$ cat src/rtl/dcache_port_arbiter_pkg.sv
// Shared types and defaults for the data-cache port arbiter.
//   arb_state_e   : port FSM states (idle -> request -> wait for response)
//   starve_cnt_w  : width needed for a saturating counter that reaches a given limit
package dcache_port_arbiter_pkg;

  localparam int unsigned DefAddrW       = 32;
  localparam int unsigned DefDataW       = 32;
  localparam int unsigned DefTagW        = 6;
  localparam int unsigned DefStarveLimit = 8;

  typedef enum logic [1:0] {
    StIdle = 2'd0,
    StReq  = 2'd1,
    StWait = 2'd2
  } arb_state_e;

  function automatic int unsigned starve_cnt_w(int unsigned limit);
    return (limit < 1) ? 1 : $clog2(limit + 1);
  endfunction

endpackage

$ cat src/rtl/dcache_port_arbiter_starve_ctr.sv
// Saturating starvation counter for the pending store.
//   clk, rst     : clock, synchronous active-high reset
//   inc_i        : store pending and not granted this cycle
//   clr_i        : store granted or no store pending (wins over inc_i)
//   at_limit_o   : counter has reached LIMIT
module dcache_port_arbiter_starve_ctr
  import dcache_port_arbiter_pkg::*;
#(
  parameter int unsigned LIMIT = DefStarveLimit
) (
  input  logic clk,
  input  logic rst,
  input  logic inc_i,
  input  logic clr_i,
  output logic at_limit_o
);

  localparam int unsigned CntW = starve_cnt_w(LIMIT);

  logic [CntW-1:0] cnt_q, cnt_d;

  always_comb begin
    cnt_d = cnt_q;
    if (clr_i) begin
      cnt_d = '0;
    end else if (inc_i && (cnt_q != CntW'(LIMIT))) begin
      cnt_d = cnt_q + 1'b1;
    end
  end

  always_ff @(posedge clk) begin
    if (rst) begin
      cnt_q <= '0;
    end else begin
      cnt_q <= cnt_d;
    end
  end

  assign at_limit_o = (cnt_q == CntW'(LIMIT));

endmodule

$ cat src/rtl/dcache_port_arbiter.sv
// Arbitrates the single data-cache port between the load pipe and the SDQ store drain.
// Loads win by default; a pending store wins when the SDQ is full, when it has starved for
// STARVE_LIMIT cycles, or when no port load competes. Loads that hit in the SDQ complete
// from forwarded data without touching the port. One cache request is outstanding at a time.
//   clk, rst                 : clock, synchronous active-high reset
//   flush_i                  : kills pending / in-flight loads (stores are unaffected)
//   ld_req_*_i / ld_req_rdy_o: load request, SDQ forward hit/data, acceptance
//   ld_resp_*_o              : load completion (forwarded or from the cache)
//   st_req_*_i / st_req_rdy_o: SDQ head store, acceptance pops the head
//   sdq_full_i               : SDQ full, forces store priority
//   mem_req_*_o / mem_req_rdy_i : cache request channel (valid/ready)
//   mem_resp_*_i             : cache response (load data or store ack)
module dcache_port_arbiter
  import dcache_port_arbiter_pkg::*;
#(
  parameter int unsigned ADDR_W       = DefAddrW,
  parameter int unsigned DATA_W       = DefDataW,
  parameter int unsigned TAG_W        = DefTagW,
  parameter int unsigned STARVE_LIMIT = DefStarveLimit
) (
  input  logic              clk,
  input  logic              rst,
  input  logic              flush_i,
  input  logic              ld_req_vld_i,
  input  logic [ADDR_W-1:0] ld_req_addr_i,
  input  logic [TAG_W-1:0]  ld_req_tag_i,
  input  logic              ld_fwd_hit_i,
  input  logic [DATA_W-1:0] ld_fwd_data_i,
  output logic              ld_req_rdy_o,
  output logic              ld_resp_vld_o,
  output logic [DATA_W-1:0] ld_resp_data_o,
  output logic [TAG_W-1:0]  ld_resp_tag_o,
  input  logic              st_req_vld_i,
  input  logic [ADDR_W-1:0] st_req_addr_i,
  input  logic [DATA_W-1:0] st_req_data_i,
  input  logic              sdq_full_i,
  output logic              st_req_rdy_o,
  output logic              mem_req_vld_o,
  output logic              mem_req_we_o,
  output logic [ADDR_W-1:0] mem_req_addr_o,
  output logic [DATA_W-1:0] mem_req_wdata_o,
  input  logic              mem_req_rdy_i,
  input  logic              mem_resp_vld_i,
  input  logic [DATA_W-1:0] mem_resp_data_i
);

  typedef struct packed {
    logic              we;
    logic [ADDR_W-1:0] addr;
    logic [DATA_W-1:0] wdata;
  } mem_req_t;

  arb_state_e  state_q, state_d;
  mem_req_t    req_q, req_d;
  logic [TAG_W-1:0] tag_q, tag_d;
  logic        killed_q, killed_d;

  logic              resp_vld_q, resp_vld_d;
  logic              resp_fwd_q, resp_fwd_d;
  logic [DATA_W-1:0] resp_data_q, resp_data_d;
  logic [TAG_W-1:0]  resp_tag_q, resp_tag_d;

  logic in_idle, port_ld, st_win, ld_win, port_ld_resp, fwd_acc;
  logic starve_at_limit, starve_inc, starve_clr;

  // Arbitration and acceptance
  always_comb begin
    in_idle      = (state_q == StIdle);
    port_ld      = ld_req_vld_i & ~ld_fwd_hit_i & ~flush_i;
    st_win       = in_idle & st_req_vld_i & (sdq_full_i | starve_at_limit | ~port_ld);
    ld_win       = in_idle & port_ld & ~st_win;
    port_ld_resp = (state_q == StWait) & mem_resp_vld_i & ~req_q.we;
    // Blocking forwards during a port-load response keeps ld_resp to one per cycle.
    fwd_acc      = ld_req_vld_i & ld_fwd_hit_i & ~flush_i & ~port_ld_resp;
    st_req_rdy_o = ~rst & st_win;
    ld_req_rdy_o = ~rst & (ld_win | fwd_acc);
  end

  assign starve_inc = st_req_vld_i & ~st_req_rdy_o;
  assign starve_clr = st_req_rdy_o | ~st_req_vld_i;

  dcache_port_arbiter_starve_ctr #(
    .LIMIT(STARVE_LIMIT)
  ) u_starve_ctr (
    .clk       (clk),
    .rst       (rst),
    .inc_i     (starve_inc),
    .clr_i     (starve_clr),
    .at_limit_o(starve_at_limit)
  );

  // Port FSM next state
  always_comb begin
    state_d  = state_q;
    req_d    = req_q;
    tag_d    = tag_q;
    killed_d = killed_q;
    unique case (state_q)
      StIdle: begin
        if (st_win) begin
          state_d  = StReq;
          req_d    = '{we: 1'b1, addr: st_req_addr_i, wdata: st_req_data_i};
          killed_d = 1'b0;
        end else if (ld_win) begin
          state_d  = StReq;
          req_d    = '{we: 1'b0, addr: ld_req_addr_i, wdata: '0};
          tag_d    = ld_req_tag_i;
          killed_d = 1'b0;
        end
      end
      StReq: begin
        // A killed load still finishes its handshake; only its response is discarded.
        if (flush_i && !req_q.we) killed_d = 1'b1;
        if (mem_req_rdy_i) state_d = StWait;
      end
      StWait: begin
        if (flush_i && !req_q.we) killed_d = 1'b1;
        if (mem_resp_vld_i) state_d = StIdle;
      end
      default: state_d = StIdle;
    endcase
  end

  // Load response next state
  always_comb begin
    resp_vld_d  = 1'b0;
    resp_fwd_d  = 1'b0;
    resp_data_d = resp_data_q;
    resp_tag_d  = resp_tag_q;
    if (fwd_acc) begin
      resp_vld_d  = 1'b1;
      resp_fwd_d  = 1'b1;
      resp_data_d = ld_fwd_data_i;
      resp_tag_d  = ld_req_tag_i;
    end else if (port_ld_resp && !killed_q && !flush_i) begin
      resp_vld_d  = 1'b1;
      resp_data_d = mem_resp_data_i;
      resp_tag_d  = tag_q;
    end
  end

  always_ff @(posedge clk) begin
    if (rst) begin
      state_q     <= StIdle;
      req_q       <= '0;
      tag_q       <= '0;
      killed_q    <= 1'b0;
      resp_vld_q  <= 1'b0;
      resp_fwd_q  <= 1'b0;
      resp_data_q <= '0;
      resp_tag_q  <= '0;
    end else begin
      state_q     <= state_d;
      req_q       <= req_d;
      tag_q       <= tag_d;
      killed_q    <= killed_d;
      resp_vld_q  <= resp_vld_d;
      resp_fwd_q  <= resp_fwd_d;
      resp_data_q <= resp_data_d;
      resp_tag_q  <= resp_tag_d;
    end
  end

  // A forwarded response waiting to be presented is dropped by a flush in that cycle.
  assign ld_resp_vld_o   = resp_vld_q & ~(resp_fwd_q & flush_i);
  assign ld_resp_data_o  = resp_data_q;
  assign ld_resp_tag_o   = resp_tag_q;
  assign mem_req_vld_o   = (state_q == StReq);
  assign mem_req_we_o    = req_q.we;
  assign mem_req_addr_o  = req_q.addr;
  assign mem_req_wdata_o = req_q.wdata;

endmodule

$ cat config.mk
export PLATFORM = sky130hd
export DESIGN_NAME = dcache_port_arbiter
export DESIGN_NICKNAME = d
export VERILOG_FILES = /design/src/rtl/dcache_port_arbiter_pkg.sv /design/src/rtl/dcache_port_arbiter_starve_ctr.sv /design/src/rtl/dcache_port_arbiter.sv
export SDC_FILE = /design/constraint.sdc
export NUM_CORES = 1
export LEC_CHECK = 0
export ABC_CLOCK_PERIOD_IN_PS = 5300
export BUFFER_PORTS_ARGS = -buffer_cell sky130_fd_sc_hd__buf_2
export CORE_ASPECT_RATIO = 0.6
export CORE_MARGIN = 3
export CORE_UTILIZATION = 47
export CTS_CLUSTER_SIZE = 28
export DETAILED_ROUTE_END_ITERATION = 16
export PLACE_DENSITY = 0.82
export SLEW_MARGIN = 0
export SYNTH_ARGS = -nofsm -noshare
export SYNTH_HDL_FRONTEND = slang
export SYNTH_SLANG_ARGS = --single-unit
$ cat constraint.sdc
create_clock -name clk -period 5.3 [get_ports clk]
set_clock_uncertainty 0.1 [all_clocks]
set_input_delay 1.06 -clock clk [delete_from_list [all_inputs] [get_ports clk]]
set_output_delay 1.06 -clock clk [all_outputs]
set_load 0.03 [all_outputs]
==> Yosys cells after proc, flatten, opt, wreduce, memory -nomap -nowiden <==
Index checks and enable logic that the tools add are counted.
Widths: inputs -> output; s select.
{ "totals": {"ramBits": 0, "in_bits": 175, "register_bits": 118, "latch_bits": 0, "memories": 0, "rom_bits": 0, "output_inout_bits": 107} }
{ "classes": {"bitwise": 30, "n_eq_ne": 8, "reduce_logical": 17, "mul": 0, "n_addsub": 1, "shift": 0, "div": 0, "muxes": 18, "order_cmp": 0} }
{ "ops": {"columns": ["cell", "count"], "rows": [
  ["$mux 65", 2],
  ["$mux 32", 2],
  ["$and 1x1->1", 16],
  ["$mux 6", 2],
  ["$not 1->1", 10],
  ["$reduce_and 3->1", 3],
  ["$mux 2", 4],
  ["$mux 1", 6],
  ["$pmux 2 s3", 1],
  ["$reduce_bool 2->1", 3],
  ["$add 4x1->4 const B", 1],
  ["$eq 4x4->1 const B", 1],
  ["$logic_and 1x1->1", 4],
  ["$ne 2x1->1 const B", 2],
  ["$ne 4x4->1 const B", 1],
  ["$or 1x1->1", 4],
  ["$reduce_or 2->1", 2],
  ["$logic_not 1->1", 3],
  ["$ne 3x1->1 const B", 1],
  ["$eq 2x1->1 const B", 1],
  ["$eq 2x2->1 const B", 1],
  ["$logic_not 2->1", 1],
  ["$ne 2x2->1 const B", 1],
  ["$pmux 1 s2", 1],
  ["$reduce_and 2->1", 1]
]} }

==> Logic depth before layout (Yosys ltp) <==
Gate-level depths: netlist (run 1).
{ "depth": {"ltp_word": 11, "mapped_depth": 8} }

==> Modules after synthesis <==
A second synthesis (run 1) with hierarchy kept.
{ "unflattened": {"hier_cells": 549, "hier_area_um2": 4978.5} }
{ "by_module_without_submodules": {"columns": ["mod", "cells_per_inst", "n_inst", "seq_area_each_um2", "area_each_um2"], "rows": [
  ["dcache_port_arbiter", 524, 1, 2282.2, 4754.6],
  ["dcache_port_arbiter_starve_ctr", 25, 1, 80.1, 224.0]
]} }

==> Least setup slack after synthesis (run 1) <==
Ideal clock, no wire load.
{ "synth_timing": {"kind": "input-to-output", "from": "input port flush_i", "to": "output port ld_req_rdy_o", "path_stages": 5, "slack_ns": 1.934, "arrival_time_ns": 2.206, "n_path_buf": 2, "path_cell_list": "inv_1 -> o2111ai_1 -> buf_2 -> buf_2 -> a21oi_1"} }
{ "synth_via": {"elab_chain_len": 9} }
{ "synth_lines": {"columns": ["item", "line_no", "text"], "rows": [
  ["from (decl)", "dcache_port_arbiter.sv:23", "input logic flush_i,"],
  ["$not 1->1 *", "dcache_port_arbiter.sv:69, dcache_port_arbiter.sv:74", null],
  ["$and 1x1->1", "dcache_port_arbiter.sv:69", "port_ld = ld_req_vld_i & ~ld_fwd_hit_i & ~flush_i;"],
  ["$not 1->1", "dcache_port_arbiter.sv:70", "st_win = in_idle & st_req_vld_i & (sdq_full_i | starve_at_limit | ~port_ld);"],
  ["$or 1x1->1", "dcache_port_arbiter.sv:70", null],
  ["$and 1x1->1", "dcache_port_arbiter.sv:70", null],
  ["$not 1->1 (no line)", null, null],
  ["$and 1x1->1", "dcache_port_arbiter.sv:71", "ld_win = in_idle & port_ld & ~st_win;"],
  ["$or 1x1->1 *", "dcache_port_arbiter.sv:76", "ld_req_rdy_o = ~rst & (ld_win | fwd_acc);"],
  ["$and 1x1->1 *", "dcache_port_arbiter.sv:76", null],
  ["to (decl)", "dcache_port_arbiter.sv:29", "output logic ld_req_rdy_o,"]
]} }
Every way passes the cells marked *; elsewhere a longest branch is shown, timed or not.

==> Worst setup path after layout (run 1) <==
{ "layout_timing": {"from": "input port rst", "to": "output port st_req_rdy_o"} }
{ "layout_via": {"elab_chain_len": 2} }
{ "layout_lines": {"columns": ["item", "line_no", "text"], "rows": [
  ["from (decl)", "dcache_port_arbiter.sv:22", "input logic rst,"],
  ["$not 1->1", "dcache_port_arbiter.sv:75", "st_req_rdy_o = ~rst & st_win;"],
  ["$and 1x1->1", "dcache_port_arbiter.sv:75", null],
  ["to (decl)", "dcache_port_arbiter.sv:37", "output logic st_req_rdy_o,"]
]} }
No other way between the ends.

==> results of run 1 <==
-- cell usage in the layout, fill, tap and decap left out, drive strengths merged, types with 14 or more instances in the layout --
cell type / count
inv: 16
mux2i: 77
a22o: 32
dfxtp: 118
buf: 284
o2bb2ai: 32
clkbuf: 17
nand2b: 14
nor2: 43
a211oi: 37
-- critical path, cell delays in order --
cell and delay [ns]:
buf_2 0.40, nor2b_1 0.32, nand2_1 0.10, a31oi_2 0.14, buf_4 0.37, buf_2 0.27
-- sequential cells by signal, indices dropped and copies added (netlist names) --
| signal | cells |
|---|---|
| killed_q | 1 |
| ld_resp_tag_o | 6 |
| mem_req_wdata_o | 32 |
| mem_req_addr_o | 32 |
| tag_q | 6 |
| state_q | 2 |
| resp_vld_q | 1 |
| resp_fwd_q | 1 |
| mem_req_we_o | 1 |
| u_starve_ctr.cnt_q | 4 |
| ld_resp_data_o | 32 |
-- through the flow --
stage,util [%],instance area [sq um]
6_report,71.52,6838
3_3_place_gp,65.04,6218
4_1_cts,71.52,6838
5_1_grt,71.52,6838
2_1_floorplan,-,4816
3_5_place_dp,65.04,6218
-- layer usage --
layer / share of wire, % / up-vias / track usage [%]
met2: 51 / 164 / 40.13
met3: 6.5 / 27 / 5.150
met1: 41 / 2107 / 27.46
li1: - / 2170 / -
met4: 2.1 / 0 / 9.424
met5: 0 / - / 0
-- worst paths after layout --
check                             startpoint                               to  slack, ns
max                                      rst                     st_req_rdy_o       1.47
min reg2reg  mem_req_addr_o[10]$_SDFFE_PP0P_  mem_req_addr_o[10]$_SDFFE_PP0P_       0.36
min          mem_req_addr_o[10]$_SDFFE_PP0P_  mem_req_addr_o[10]$_SDFFE_PP0P_       0.36
max reg2reg          state_q[0]$_SDFFE_PP0P_   ld_resp_data_o[3]$_SDFFE_PP0P_       2.65
-- cell type report --
class,count,area [sq um]
clock buffer,17,425.4
clock inverter,15,193.9
fill,716,2723
inverter,10,37.54
multi-input combinational,279,2227
sequential,118,2362
tap,130,162.7
timing repair buffer,284,1429
-- logic make-up after synthesis --
family                   Yosys count
AO/OA/AOI/OAI                    117
XOR/XNOR                           2
adder cells (fa/ha/maj)            6
buffers and inverters             48
flip-flops                       118
multiplexers                      78
AND/OR/NAND/NOR                   76
-- report_power, final --
part	internal (W)	switching, W	leakage [nW]
Combinational	0.000312	0.000564	2.36
Clock	0.000752	0.000436	0.305
Sequential	0.00102	0.0000726	0.967
Total	0.00209	0.00107	3.63
-- synth_stat cells --
cell type / n
dfxtp_1: 118
mux2i_1: 77
nor2_1: 43
a211oi_1: 37
a22o_1: 32
o2bb2ai_1: 32
buf_2: 19
nand2b_1: 14
clkbuf_1: 11
inv_1: 10
nand2_1: 8
ha_1: 6
a21oi_1: 5
buf_6: 5
buf_4: 3
nand3_1: 3
nor2b_1: 2
o21ai_0: 2
xnor2_1: 2
a2111o_1: 1
a21boi_0: 1
a21o_1: 1
a31o_1: 1
a31oi_2: 1
and3_1: 1
and3b_1: 1
mux2_2: 1
nand3b_4: 1
nor3b_4: 1
o2111ai_1: 1
o21ai_1: 1
o22a_1: 1
o311ai_0: 1
or2_1: 1
or4_1: 1
==> impl_metrics.json, run 1 <==
{
  "vias_per_cell": 5.238,
  "slew_viol_final": 0,
  "relSlewSlack_pct": 21.04,
  "p_per_area_nw_per_um2": 461.9,
  "synth_simple_gate_area_share_pct": 7.768,
  "initial_core_util_pct": 50.37,
  "htree_levels": 4,
  "clk_latency_ns": 0.40,
  "gp_congestion": 0.8367,
  "drc": 0,
  "path_clk_slew_ns": 0.06,
  "seq_area_frac_synth_pct": 49.05,
  "ctsHoldBuffers": 0,
  "cts_resized": 0,
  "grt_usage_pct": 23.03,
  "dpl.hpwl_um": 10070,
  "numPortBuffers": 281,
  "synth_fp_nets": 626,
  "preCtsSetupSlack_ns": 1.451,
  "syn2layout_area_growth_pct": 41.98,
  "hold_viol": 0,
  "grt_pass1_vias": 4393,
  "ioPinCount": 282,
  "die_h_um": 84.41,
  "ys_types": 35,
  "p_leak_nw": 3.631,
  "worstMarginPinSlew_ns": 1.184,
  "synth_seq_cells": 118,
  "power_w": 0.003158,
  "dieArea_sq_um": 11540,
  "avgSynthCellArea_sq_um": 10.82,
  "synth_top_area_share_pct": 49.05,
  "cts_tree": "built",
  "final_cells": 853,
  "worst_slack_ns": 1.465,
  "grt_pass1_wl_um": 21380,
  "synth_compound_area_share_pct": 19.77,
  "die_width_um": 136.7,
  "globalRouteOverflowTotal": 0,
  "rsz0062_at_grt": "false",
  "synth_top_cell_by_area": "dfxtp_1",
  "cp.required_ns": 4.14,
  "syn_inst": 445,
  "clock_sinks": 118,
  "max_freq_ghz": 0.2608,
  "holdPathStages": 1,
  "cp-start-kind": "input pin",
  "path_max_fanout": 59,
  "netlist_area_sq_um": 4816,
  "yosys_warnings": 0,
  "dr.pass1.iters": 4,
  "core-area_sq_um": 9560,
  "synth_top_family_by_area": "compound AO/OA/AOI/OAI gates",
  "whs_ns": 0.3571,
  "fp-row-count": 27,
  "hp-class": "flop to flop",
  "r2r_cells": 6,
  "crit_type": "input pin to output port",
  "worstSetupEndpointType": "output port",
  "drt_iter0_markers": 177,
  "totalWireLength_um": 13790,
  "cp.arrival_ns": 2.67,
  "final.setup.tns_ns": 0,
  "synthTopCellsByArea": "dfxtp_1 (49%), mux2i_1 (16%), a22o_1 (5.8%)",
  "n_antenna_cell": 0,
  "dpl.cell_count": 821,
  "post-route-period-util_pct": 72.35,
  "postCtsSetupBuffers": 0,
  "antenna_left": 0,
  "nets": 891,
  "grt_max_degree": 79,
  "finalSetupViolCount": 0,
  "wl_per_cell_um": 16.17,
  "synth_fa_ha_area_share_pct": 1.559,
  "antenna_found_initial": 0,
  "status": "finished, final reports clean",
  "synthMuxAreaShare_pct": 16.24,
  "drive_above_1_share_pct": 44.81,
  "clk_path_buf_depth": 2,
  "fin_crit_ns": 3.835,
  "cts_root_buffer": "clkbuf_16",
  "synth-xor-area-share_pct": 0.3637,
  "cts_buffers": 17,
  "drv_cap": 0,
  "ir_worst_vdd_mv": 0.2967,
  "vias": 4468
}
(Power assumes the default switching activity.)
==> inputs of run 2 (changes only) <==
--- a/config.mk
+++ b/config.mk
@@ -5,14 +5,14 @@
 export SDC_FILE = /design/constraint.sdc
 export NUM_CORES = 1
 export LEC_CHECK = 0
-export ABC_CLOCK_PERIOD_IN_PS = 5300
+export ABC_CLOCK_PERIOD_IN_PS = 4000
 export BUFFER_PORTS_ARGS = -buffer_cell sky130_fd_sc_hd__buf_2
 export CORE_ASPECT_RATIO = 0.6
 export CORE_MARGIN = 3
-export CORE_UTILIZATION = 47
+export CORE_UTILIZATION = 44
 export CTS_CLUSTER_SIZE = 28
 export DETAILED_ROUTE_END_ITERATION = 16
-export PLACE_DENSITY = 0.82
+export PLACE_DENSITY = 0.78
 export SLEW_MARGIN = 0
 export SYNTH_ARGS = -nofsm -noshare
 export SYNTH_HDL_FRONTEND = slang
==> constraint.sdc (replaced) <==
create_clock -name clk -period 4 [get_ports clk]
set_clock_uncertainty 0.1 [all_clocks]
set_input_delay 0.8 -clock clk [delete_from_list [all_inputs] [get_ports clk]]
set_output_delay 0.8 -clock clk [all_outputs]
set_load 0.03 [all_outputs]
==> impl_metrics.json, run 2 (synthesis gave the netlist of run 1 again) <==
{
  "status": "finished, final reports clean",
  "hp-class": "flop to flop",
  "worstMarginPinSlew_ns": 1.192,
  "fp-row-count": 28,
  "dr.pass1.iters": 4,
  "rsz0062_at_grt": "false",
  "finalSetupViolCount": 0,
  "wl_per_cell_um": 16.07,
  "drc": 0,
  "core-area_sq_um": 10260,
  "grt_usage_pct": 21.75,
  "n_antenna_cell": 0,
  "ctsHoldBuffers": 0,
  "clk_latency_ns": 0.39,
  "die_h_um": 87.04,
  "p_leak_nw": 3.603,
  "worstPathCellList": "inv_1, ha_1, and3b_1, o21ai_0, nand3_1, a21oi_1, buf_2",
  "clk_path_buf_depth": 2,
  "globalRouteOverflowTotal": 0,
  "totalWireLength_um": 13820,
  "cts_resized": 0,
  "drive_above_1_share_pct": 44.97,
  "cts_root_buffer": "clkbuf_16",
  "die_width_um": 141.1,
  "initial_core_util_pct": 46.92,
  "r2r_start": "state_q[0]$_SDFFE_PP0P_",
  "nets": 893,
  "ir_worst_vdd_mv": 0.4050,
  "path_max_fanout": 3,
  "worst_slack_ns": 1.088,
  "antenna_left": 0,
  "grt_pass1_wl_um": 21660,
  "cp.arrival_ns": 2.01,
  "post-route-period-util_pct": 72.81,
  "preCtsSetupSlack_ns": 1.078,
  "p_per_area_nw_per_um2": 593.4,
  "relSlewSlack_pct": 20.54,
  "crit_family": "compound AO/OA/AOI/OAI gates",
  "dieArea_sq_um": 12280,
  "cp-start-kind": "flop",
  "vias": 4447,
  "cp_slowest_stage_delay_ns": 0.35,
  "htree_levels": 4,
  "cp.required_ns": 3.10,
  "fillers": 831,
  "layout_common_cells": "buf_2 (281), dfxtp_1 (118), mux2i_1 (77)",
  "cp_slowest_cell": "dfxtp_1",
  "postCtsSetupBuffers": 0,
  "layout_commonest_cell": "buf_2",
  "drt_iter0_markers": 159,
  "vias_per_cell": 5.171,
  "slew_viol_final": 0,
  "grt_max_degree": 79,
  "startpoint": "u_starve_ctr.cnt_q[0]$_SDFFE_PP0P_",
  "max_freq_ghz": 0.3434,
  "gp_congestion": 0.7991,
  "path_buf_inv": 2,
  "dpl.hpwl_um": 10320,
  "path_clk_slew_ns": 0.06,
  "critical_path.endpoint": "ld_req_rdy_o",
  "crit_cells": 7,
  "grt_pass1_vias": 4483,
  "cts_tree": "built",
  "final.setup.tns_ns": 0,
  "syn2layout_area_growth_pct": 41.39,
  "r2r-end": "ld_resp_data_o[17]$_SDFFE_PP0P_",
  "clock_sinks": 118,
  "ioPinCount": 282,
  "r2r_cells": 6,
  "antenna_found_initial": 0,
  "numPortBuffers": 281,
  "worstSetupEndpointType": "output port",
  "fin_crit_ns": 2.912,
  "cts_buffers": 17,
  "crit_type": "flop to output port",
  "ff2ff_setup_slack_ns": 1.37,
  "hold_viol": 0,
  "drv_cap": 0
}
run 2: cell count changes in the layout (fill, tap and decap cells not counted):
cell and change:
clkinvlp_4 +4, clkinv_4 -3, buf_4 +2, bufinv_16 -2, inv_6 +2, inv_8 -1
run 2: where the power goes:
| part | internal (W) | switching [W] | total, W | leakage, nW |
|---|---|---|---|---|
| Sequential | 0.00135 | 0.0000954 | 0.00145 | 0.967 |
| Combinational | 0.000415 | 0.000744 | 0.00116 | 2.37 |
| Clock | 0.000868 | 0.000564 | 0.00143 | 0.268 |
run 2: through the flow:
step,cells,util [%],cell area (sq um),power (W),hold slack [ns]
global placement,828,60.79,6240,0.002601,0.3412
global route,860,66.33,6809,0.004233,0.3680
CTS,860,66.33,6809,0.004083,0.3603
floorplan,445,-,4816,0.002280,0.3440
finish,860,66.33,6809,0.004040,0.3548
detailed placement,828,60.79,6240,0.002631,0.3432
run 2: worst reg2reg max path, stage by stage (launching register included):
cell	delay, ns
dfxtp_1	0.33
inv_1	0.11
ha_1	0.17
nand2_1	0.10
or4_2	1.12
mux2i_1	0.28
a211oi_1	0.31
run 2: area by class of cell:
type / count / area, sq um / area share, %
clock buffer: 17 / 425.4 / 6.248
clock inverter: 15 / 143.9 / 2.113
inverter: 10 / 37.54 / 0.5513
multi-input combinational: 279 / 2227 / 32.71
sequential: 118 / 2362 / 34.69
tap: 135 / 168.9 / 2.481
timing repair buffer: 286 / 1444 / 21.21
run 2: metal layers:
metal | vias up | routed length (um) | GRT usage (%)
met5 | - | 0 | 0
met1 | 2129 | 5858 | 26.47
met2 | 129 | 7090 | 37.71
met4 | 0 | 242 | 8.883
li1 | 2169 | - | -
met3 | 20 | 631 | 4.827
run 2: worst min-delay path by stage:
stage                                         start                              end  slack, ns  cells past startpoint
detailed placement  mem_req_addr_o[10]$_SDFFE_PP0P_  mem_req_addr_o[10]$_SDFFE_PP0P_       0.34                      1
floorplan                     killed_q$_SDFFE_PP0P_            killed_q$_SDFFE_PP0P_       0.34                      2
finish              mem_req_addr_o[10]$_SDFFE_PP0P_  mem_req_addr_o[10]$_SDFFE_PP0P_       0.35                      1
global route        mem_req_addr_o[10]$_SDFFE_PP0P_  mem_req_addr_o[10]$_SDFFE_PP0P_       0.37                      1
CTS                  mem_req_addr_o[7]$_SDFFE_PP0P_   mem_req_addr_o[7]$_SDFFE_PP0P_       0.36                      1
global placement    mem_req_addr_o[27]$_SDFFE_PP0P_  mem_req_addr_o[27]$_SDFFE_PP0P_       0.34                      1
